--- config.mk ---
export PLATFORM = sky130hd
export DESIGN_NAME = cache_fill_ctrl_flat
export DESIGN_NICKNAME = d
export VERILOG_FILES = /design/src/rtl/cache_pkg.sv /design/src/rtl/cache_fill_ctrl_if.sv /design/src/rtl/cache_fill_ctrl.sv /design/src/flat_wrapper.sv
export SDC_FILE = /design/constraint.sdc
export NUM_CORES = 1
export LEC_CHECK = 0
export CELL_PAD_IN_SITES_DETAIL_PLACEMENT = 1
export CELL_PAD_IN_SITES_GLOBAL_PLACEMENT = 1
export CORE_MARGIN = 2
export CORE_UTILIZATION = 31
export DETAILED_ROUTE_END_ITERATION = 7
export PLACE_DENSITY = 0.81
export SLEW_MARGIN = 40
export SYNTH_ARGS = -nofsm -noshare
export SYNTH_HDL_FRONTEND = slang
export SYNTH_SLANG_ARGS = --single-unit
--- constraint.sdc ---
create_clock -name clock -period 2.8 [get_ports clock]
set_input_delay 0.28 -clock clock [delete_from_list [all_inputs] [get_ports clock]]
set_output_delay 0.28 -clock clock [all_outputs]
set_load 0.05 [all_outputs]
--- src/rtl/cache_pkg.sv ---
// Shared definitions for the cache fill controller: fill FSM states,
// default bus widths and the statistics counter width.
package cache_pkg;

  localparam int DEF_ADDR_WIDTH = 8;
  localparam int DEF_LINE_WIDTH = 32;
  localparam int STAT_WIDTH     = 16;

  typedef enum logic [2:0] {
    IDLE     = 3'd0,
    LOOKUP   = 3'd1,
    CHECK    = 3'd2,
    MEM_REQ  = 3'd3,
    MEM_WAIT = 3'd4,
    FILL     = 3'd5,
    RESP     = 3'd6
  } fill_state_t;

endpackage : cache_pkg

--- src/rtl/cache_fill_ctrl_if.sv ---
// Client-side request/response channel of the cache fill controller.
// The client drives requests (master); the controller answers (slave).
interface cache_fill_ctrl_if
  import cache_pkg::*;
#(
  parameter int ADDR_WIDTH = DEF_ADDR_WIDTH,
  parameter int LINE_WIDTH = DEF_LINE_WIDTH
);

  logic                  req_valid;
  logic                  req_ready;
  logic [ADDR_WIDTH-1:0] req_addr;
  logic                  rsp_valid;
  logic [LINE_WIDTH-1:0] rsp_data;
  logic                  rsp_was_hit;

  modport master (
    output req_valid,
    output req_addr,
    input  req_ready,
    input  rsp_valid,
    input  rsp_data,
    input  rsp_was_hit
  );

  modport slave (
    input  req_valid,
    input  req_addr,
    output req_ready,
    output rsp_valid,
    output rsp_data,
    output rsp_was_hit
  );

endinterface : cache_fill_ctrl_if

--- src/rtl/cache_fill_ctrl.sv ---
// Request front-end and miss handler for a K-way CLOCK cache (channel 1).
// One request in flight: probe the cache, on a miss fetch the line from
// backing memory, install it with repeated channel-1 writes until the cache
// reports the line present, then return the data to the client.
// Optional feature macro: CACHE_FILL_STATS_EN adds saturating hit/miss
// counters (hit_count, miss_count).
module cache_fill_ctrl
  import cache_pkg::*;
#(
  parameter int ADDR_WIDTH = DEF_ADDR_WIDTH,
  parameter int LINE_WIDTH = DEF_LINE_WIDTH
) (
  input  logic                  clock,
  input  logic                  reset,
  cache_fill_ctrl_if.slave      client,
  output logic [ADDR_WIDTH-1:0] c_addr,
  output logic [LINE_WIDTH-1:0] c_val,
  output logic                  c_read,
  output logic                  c_write,
  input  logic                  c_hit,
  input  logic [LINE_WIDTH-1:0] c_out_val,
  output logic                  mem_req,
  output logic [ADDR_WIDTH-1:0] mem_addr,
  input  logic                  mem_ack,
  input  logic [LINE_WIDTH-1:0] mem_data
`ifdef CACHE_FILL_STATS_EN
  ,
  output logic [STAT_WIDTH-1:0] hit_count,
  output logic [STAT_WIDTH-1:0] miss_count
`endif
);

  fill_state_t           r_state;
  logic [ADDR_WIDTH-1:0] r_addr;
  logic [LINE_WIDTH-1:0] r_line;
  logic                  r_fill_first;
  logic                  r_req_ready;
  logic                  r_rsp_valid;
  logic [LINE_WIDTH-1:0] r_rsp_data;
  logic                  r_rsp_was_hit;
  logic [ADDR_WIDTH-1:0] r_c_addr;
  logic [LINE_WIDTH-1:0] r_c_val;
  logic                  r_c_read;
  logic                  r_c_write;
  logic                  r_mem_req;
  logic [ADDR_WIDTH-1:0] r_mem_addr;

  // Fill FSM: every output is a register updated together with the state.
  always_ff @(posedge clock or posedge reset) begin
    if (reset) begin
      r_state       <= IDLE;
      r_addr        <= '0;
      r_line        <= '0;
      r_fill_first  <= 1'b0;
      r_req_ready   <= 1'b1;
      r_rsp_valid   <= 1'b0;
      r_rsp_data    <= '0;
      r_rsp_was_hit <= 1'b0;
      r_c_addr      <= '0;
      r_c_val       <= '0;
      r_c_read      <= 1'b0;
      r_c_write     <= 1'b0;
      r_mem_req     <= 1'b0;
      r_mem_addr    <= '0;
    end else begin
      case (r_state)
        IDLE: begin
          if (client.req_valid && r_req_ready) begin
            r_addr      <= client.req_addr;
            r_c_addr    <= client.req_addr;
            r_c_read    <= 1'b1;
            r_req_ready <= 1'b0;
            r_state     <= LOOKUP;
          end
        end
        LOOKUP: begin
          // The probe lasts exactly one cycle; the cache answers on this edge.
          r_c_read <= 1'b0;
          r_state  <= CHECK;
        end
        CHECK: begin
          if (c_hit) begin
            r_rsp_data    <= c_out_val;
            r_rsp_was_hit <= 1'b1;
            r_rsp_valid   <= 1'b1;
            r_state       <= RESP;
          end else begin
            r_mem_req  <= 1'b1;
            r_mem_addr <= r_addr;
            r_state    <= MEM_REQ;
          end
        end
        MEM_REQ, MEM_WAIT: begin
          if (mem_ack) begin
            r_line       <= mem_data;
            r_mem_req    <= 1'b0;
            r_c_write    <= 1'b1;
            r_c_addr     <= r_addr;
            r_c_val      <= mem_data;
            r_fill_first <= 1'b1;
            r_state      <= FILL;
          end else begin
            r_state <= MEM_WAIT;
          end
        end
        FILL: begin
          // c_hit during the first write cycle still reflects the miss probe.
          if (!r_fill_first && c_hit) begin
            r_c_write     <= 1'b0;
            r_rsp_data    <= r_line;
            r_rsp_was_hit <= 1'b0;
            r_rsp_valid   <= 1'b1;
            r_state       <= RESP;
          end else begin
            r_fill_first <= 1'b0;
          end
        end
        RESP: begin
          r_rsp_valid <= 1'b0;
          r_req_ready <= 1'b1;
          r_state     <= IDLE;
        end
        default: begin
          r_c_read    <= 1'b0;
          r_c_write   <= 1'b0;
          r_mem_req   <= 1'b0;
          r_rsp_valid <= 1'b0;
          r_req_ready <= 1'b1;
          r_state     <= IDLE;
        end
      endcase
    end
  end

  assign client.req_ready   = r_req_ready;
  assign client.rsp_valid   = r_rsp_valid;
  assign client.rsp_data    = r_rsp_data;
  assign client.rsp_was_hit = r_rsp_was_hit;
  assign c_addr             = r_c_addr;
  assign c_val              = r_c_val;
  assign c_read             = r_c_read;
  assign c_write            = r_c_write;
  assign mem_req            = r_mem_req;
  assign mem_addr           = r_mem_addr;

`ifdef CACHE_FILL_STATS_EN
  logic [STAT_WIDTH-1:0] r_hit_count;
  logic [STAT_WIDTH-1:0] r_miss_count;

  // Saturating hit/miss counters, bumped once per probe outcome.
  always_ff @(posedge clock or posedge reset) begin
    if (reset) begin
      r_hit_count  <= '0;
      r_miss_count <= '0;
    end else if (r_state == CHECK) begin
      if (c_hit) begin
        if (r_hit_count != {STAT_WIDTH{1'b1}}) r_hit_count <= r_hit_count + STAT_WIDTH'(1);
      end else begin
        if (r_miss_count != {STAT_WIDTH{1'b1}}) r_miss_count <= r_miss_count + STAT_WIDTH'(1);
      end
    end
  end

  assign hit_count  = r_hit_count;
  assign miss_count = r_miss_count;
`endif

endmodule : cache_fill_ctrl

--- src/flat_wrapper.sv ---
// flat-port wrapper written by rule: the top's interface ports become plain ports
module cache_fill_ctrl_flat import cache_pkg::*;
#(
  parameter int ADDR_WIDTH = DEF_ADDR_WIDTH,
  parameter int LINE_WIDTH = DEF_LINE_WIDTH
)
  (clock, reset, c_addr, c_val, c_read, c_write, c_hit, c_out_val, mem_req, mem_addr, mem_ack, mem_data, client_req_valid, client_req_addr, client_req_ready, client_rsp_valid, client_rsp_data, client_rsp_was_hit);
  cache_fill_ctrl_if #(.ADDR_WIDTH(ADDR_WIDTH), .LINE_WIDTH(LINE_WIDTH)) client_i ();
  input  logic clock;
  input  logic reset;
  output logic [ADDR_WIDTH-1:0] c_addr;
  output logic [LINE_WIDTH-1:0] c_val;
  output logic c_read;
  output logic c_write;
  input  logic c_hit;
  input  logic [LINE_WIDTH-1:0] c_out_val;
  output logic mem_req;
  output logic [ADDR_WIDTH-1:0] mem_addr;
  input  logic mem_ack;
  input  logic [LINE_WIDTH-1:0] mem_data;
  input wire logic [$bits(client_i.req_valid)-1:0] client_req_valid;
  input wire logic [$bits(client_i.req_addr)-1:0] client_req_addr;
  output wire logic [$bits(client_i.req_ready)-1:0] client_req_ready;
  output wire logic [$bits(client_i.rsp_valid)-1:0] client_rsp_valid;
  output wire logic [$bits(client_i.rsp_data)-1:0] client_rsp_data;
  output wire logic [$bits(client_i.rsp_was_hit)-1:0] client_rsp_was_hit;
  assign client_i.req_valid = client_req_valid;
  assign client_i.req_addr = client_req_addr;
  assign client_req_ready = client_i.req_ready;
  assign client_rsp_valid = client_i.rsp_valid;
  assign client_rsp_data = client_i.rsp_data;
  assign client_rsp_was_hit = client_i.rsp_was_hit;
  cache_fill_ctrl #(.ADDR_WIDTH(ADDR_WIDTH), .LINE_WIDTH(LINE_WIDTH)) u_core (.clock(clock), .reset(reset), .client(client_i), .c_addr(c_addr), .c_val(c_val), .c_read(c_read), .c_write(c_write), .c_hit(c_hit), .c_out_val(c_out_val), .mem_req(mem_req), .mem_addr(mem_addr), .mem_ack(mem_ack), .mem_data(mem_data));
endmodule
==> out/results.ini <==
[global_routing]
grt_max_degree=65
grt_remaining_overflow=0
antenna_found_initial=0
gr-usage-all-layers_pct=16.9
first_global_vias=3794
grt_pass1_wl_mm=19.7

[logic_synthesis]
synth.avg_cell_area_sq_um=11.9
synth-edff-count=0
post_synth_instance_area_sq_mm=0.00437
ys_types=38
synth_warnings=0
synth.largest_area_cell=dfrtp_1
synth_async_sr_flop_share_pct=100
yosysSeqAreaShare_pct=56.2
ys_top_cells_by_area=dfrtp_1 56%, mux2_2 12%, mux2i_1 8.9%
synthCells=368
syn-num-nets=445
yosysTopAreaCellShare_pct=55.6
yosysMostFrequentCell=dfrtp_1
yosys-top-cells-count=97 x dfrtp_1, 47 x mux2_2, 45 x o21ai_0, 40 x nand2_1, 39 x mux2i_1
synth_flop_cell=dfrtp_1
synth-seq-cells=98

[clocking]
cts_root_buf=clkbuf_16
cts_sinks=98
postCtsSetupRepairBufs=0
postCtsResizedCells=0
cts_tree=yes
cts_made_buffers=9
h-tree-depth=3
clk_latency_ps=350
clockBufferDepth=2
hold_buffers=0
path_clk_slew_ps=60

[floorplanning]
die_w_microns=123
coreArea_sq_mm=0.0138
rows=43
die-height_microns=123
die-area_sq_mm=0.0150
initial_core_util_pct=31.6
io_pins=163

[layout]
drive_above_1_share_pct=15.2
diodes=0
design_area_sq_mm=0.00654
area_growth_pct=49.8
instances_no_fill=713
layout.nets=605

[worst_setup_path]
rrSetupSlack_ps=610
r2r_start=u_core.r_state[1]
path_class=flop to flop
end_kind=flop
crit_required_ps=3030
reg2regPathDepth=5
startpoint=u_core.r_state[1]
reg2reg_to=u_core.r_line[13]
crit_arrival_ps=2420
endpoint=u_core.r_line[13]
crit_fanout=32
cpPeakStageDelay_ps=860
cp-start-kind=flop
crit_chain=nor2_1, a21oi_1, nand2b_2, buf_12, mux2_2
crit_slowest_cell=dfrtp_1

[sta]
fin_crit_ps=2190
fin_tns_setup_ps=0
fin_worst_skew_ps=7.08
slew_violations=0
period_share_pct=78.1
fmaxAchievable_mhz=457
tightest_slew_ps=801
setup_violations=0
report.final.hold_viol_count=0
max_slew_margin_pct=46.6
rsz0062_at_grt=false

[routing]
totalWireLength_mm=12.5
ant_nets=0
drc=0
drtIter0Drc=86
dr_total_vias=3427
dr.pass1.iters=4
vias_per_cell=4.81
routedWlPerCell_microns=17.5

[status]
outcome=complete, no violations

[place]
post-dp-hpwl_mm=9.13
portBuffers=162
gp_congestion=0.767
placed_area_sq_mm=0.00623
dp_cells=696

[flow_run]
drv_cap=0

[power_and_ir_drop]
p_per_area_mw_per_mm2=1400
power.leakage_nw=2.89
vdd_ir_drop_max_mv=0.655

[hold_path]
worstHoldPathType=primary input to asynchronous set/reset pin

==> layout by cell type, fill, tap and decap left out, drive strengths merged, types with 2 or more instances in the layout <==
| cell type | netlist | routed |
|---|---|---|
| dfrtp | 97 | 97 |
| nand2 | 40 | 40 |
| inv | 11 | 10 |
| o21bai | 2 | 2 |
| a21oi | 6 | 6 |
| mux2i | 39 | 39 |
| nor3b | 8 | 8 |
| clkinv | 0 | 3 |
| nand2b | 3 | 3 |
| and3b | 2 | 2 |
| nor2 | 15 | 15 |
| clkdlybuf4s50 | 0 | 162 |
| o21ai | 46 | 46 |
| a31oi | 2 | 2 |
| mux2 | 50 | 50 |
| a2111oi | 2 | 2 |
| o221ai | 9 | 9 |
| clkbuf | 14 | 12 |
| buf | 8 | 9 |
==> area by class of cell <==
type	count	area, sq um
clock buffer	12	236
clock inverter	4	52.6
fill	1475	7290
inverter	11	45.0
multi-input combinational	237	1790
sequential	98	2450
tap	180	225
timing repair buffer	171	1740
==> state kept, by name, indices dropped and copies added (netlist names) <==
signal / flops
u_core.r_fill_first: 1
u_core.c_write: 1
u_core.r_state: 3
u_core.r_addr: 8
u_core.mem_req: 1
u_core.client.rsp_valid: 1
u_core.mem_addr: 8
u_core.client.req_ready: 1
u_core.client.rsp_data: 32
u_core.r_line: 32
u_core.client.rsp_was_hit: 1
u_core.c_read: 1
u_core.c_addr: 8
==> power by group <==
| group | leakage, nW | switching, mW | total [mW] | internal, mW |
|---|---|---|---|---|
| sequential | 1.19 | 0.589 | 2.70 | 2.11 |
| combinational | 1.57 | 3.27 | 5.23 | 1.97 |
| clock | 0.141 | 0.527 | 1.22 | 0.696 |
==> cells by family after synthesis <==
family	synth area share (%)
simple gates	7.82
compound gates	10.8
buf+inv	3.24
mux	21.9
flops	56.2
==> worst min path at each step <==
stage,from,end,slack [ps]
after floorplan,mem_data[25],u_core.r_line[25],410
after global placement,u_core.client.rsp_data[30],u_core.client.rsp_data[30],460
after detailed placement,u_core.client.rsp_data[24],u_core.client.rsp_data[24],470
after CTS,reset,u_core.r_fill_first,450
after global routing,reset,u_core.mem_req,250
final,reset,u_core.r_state[2],240
==> worst max-delay path, delay by kind of cell (launching register included) <==
kind            cells  cell delay, ps
simple gates        2             340
flops               1             860
buf+inv             1             220
compound gates      1             250
mux                 1             370
==> metal layers <==
layer	routed length, microns	part of all wire, %	vias to the layer above	track usage, %
met5	0	0	-	0
met2	6390	51	101	29.8
met3	725	5.8	15	4.28
met1	5180	42	1690	20.1
li1	-	-	1621	-
met4	172	1.4	0	5.10
==> per-stage QoR <==
stage               util [%]  hold WS [ps]  power (mW)  setup WS [ps]
global placement        45.1           464        7.84            700
finish                  47.3           242        9.16            612
global route            47.3           250        9.68            414
detailed placement      45.1           473        8.01            611
CTS                     47.1           449        9.28            610
floorplan                  -           412        6.14            933
Power figures use the tool's default switching activity.
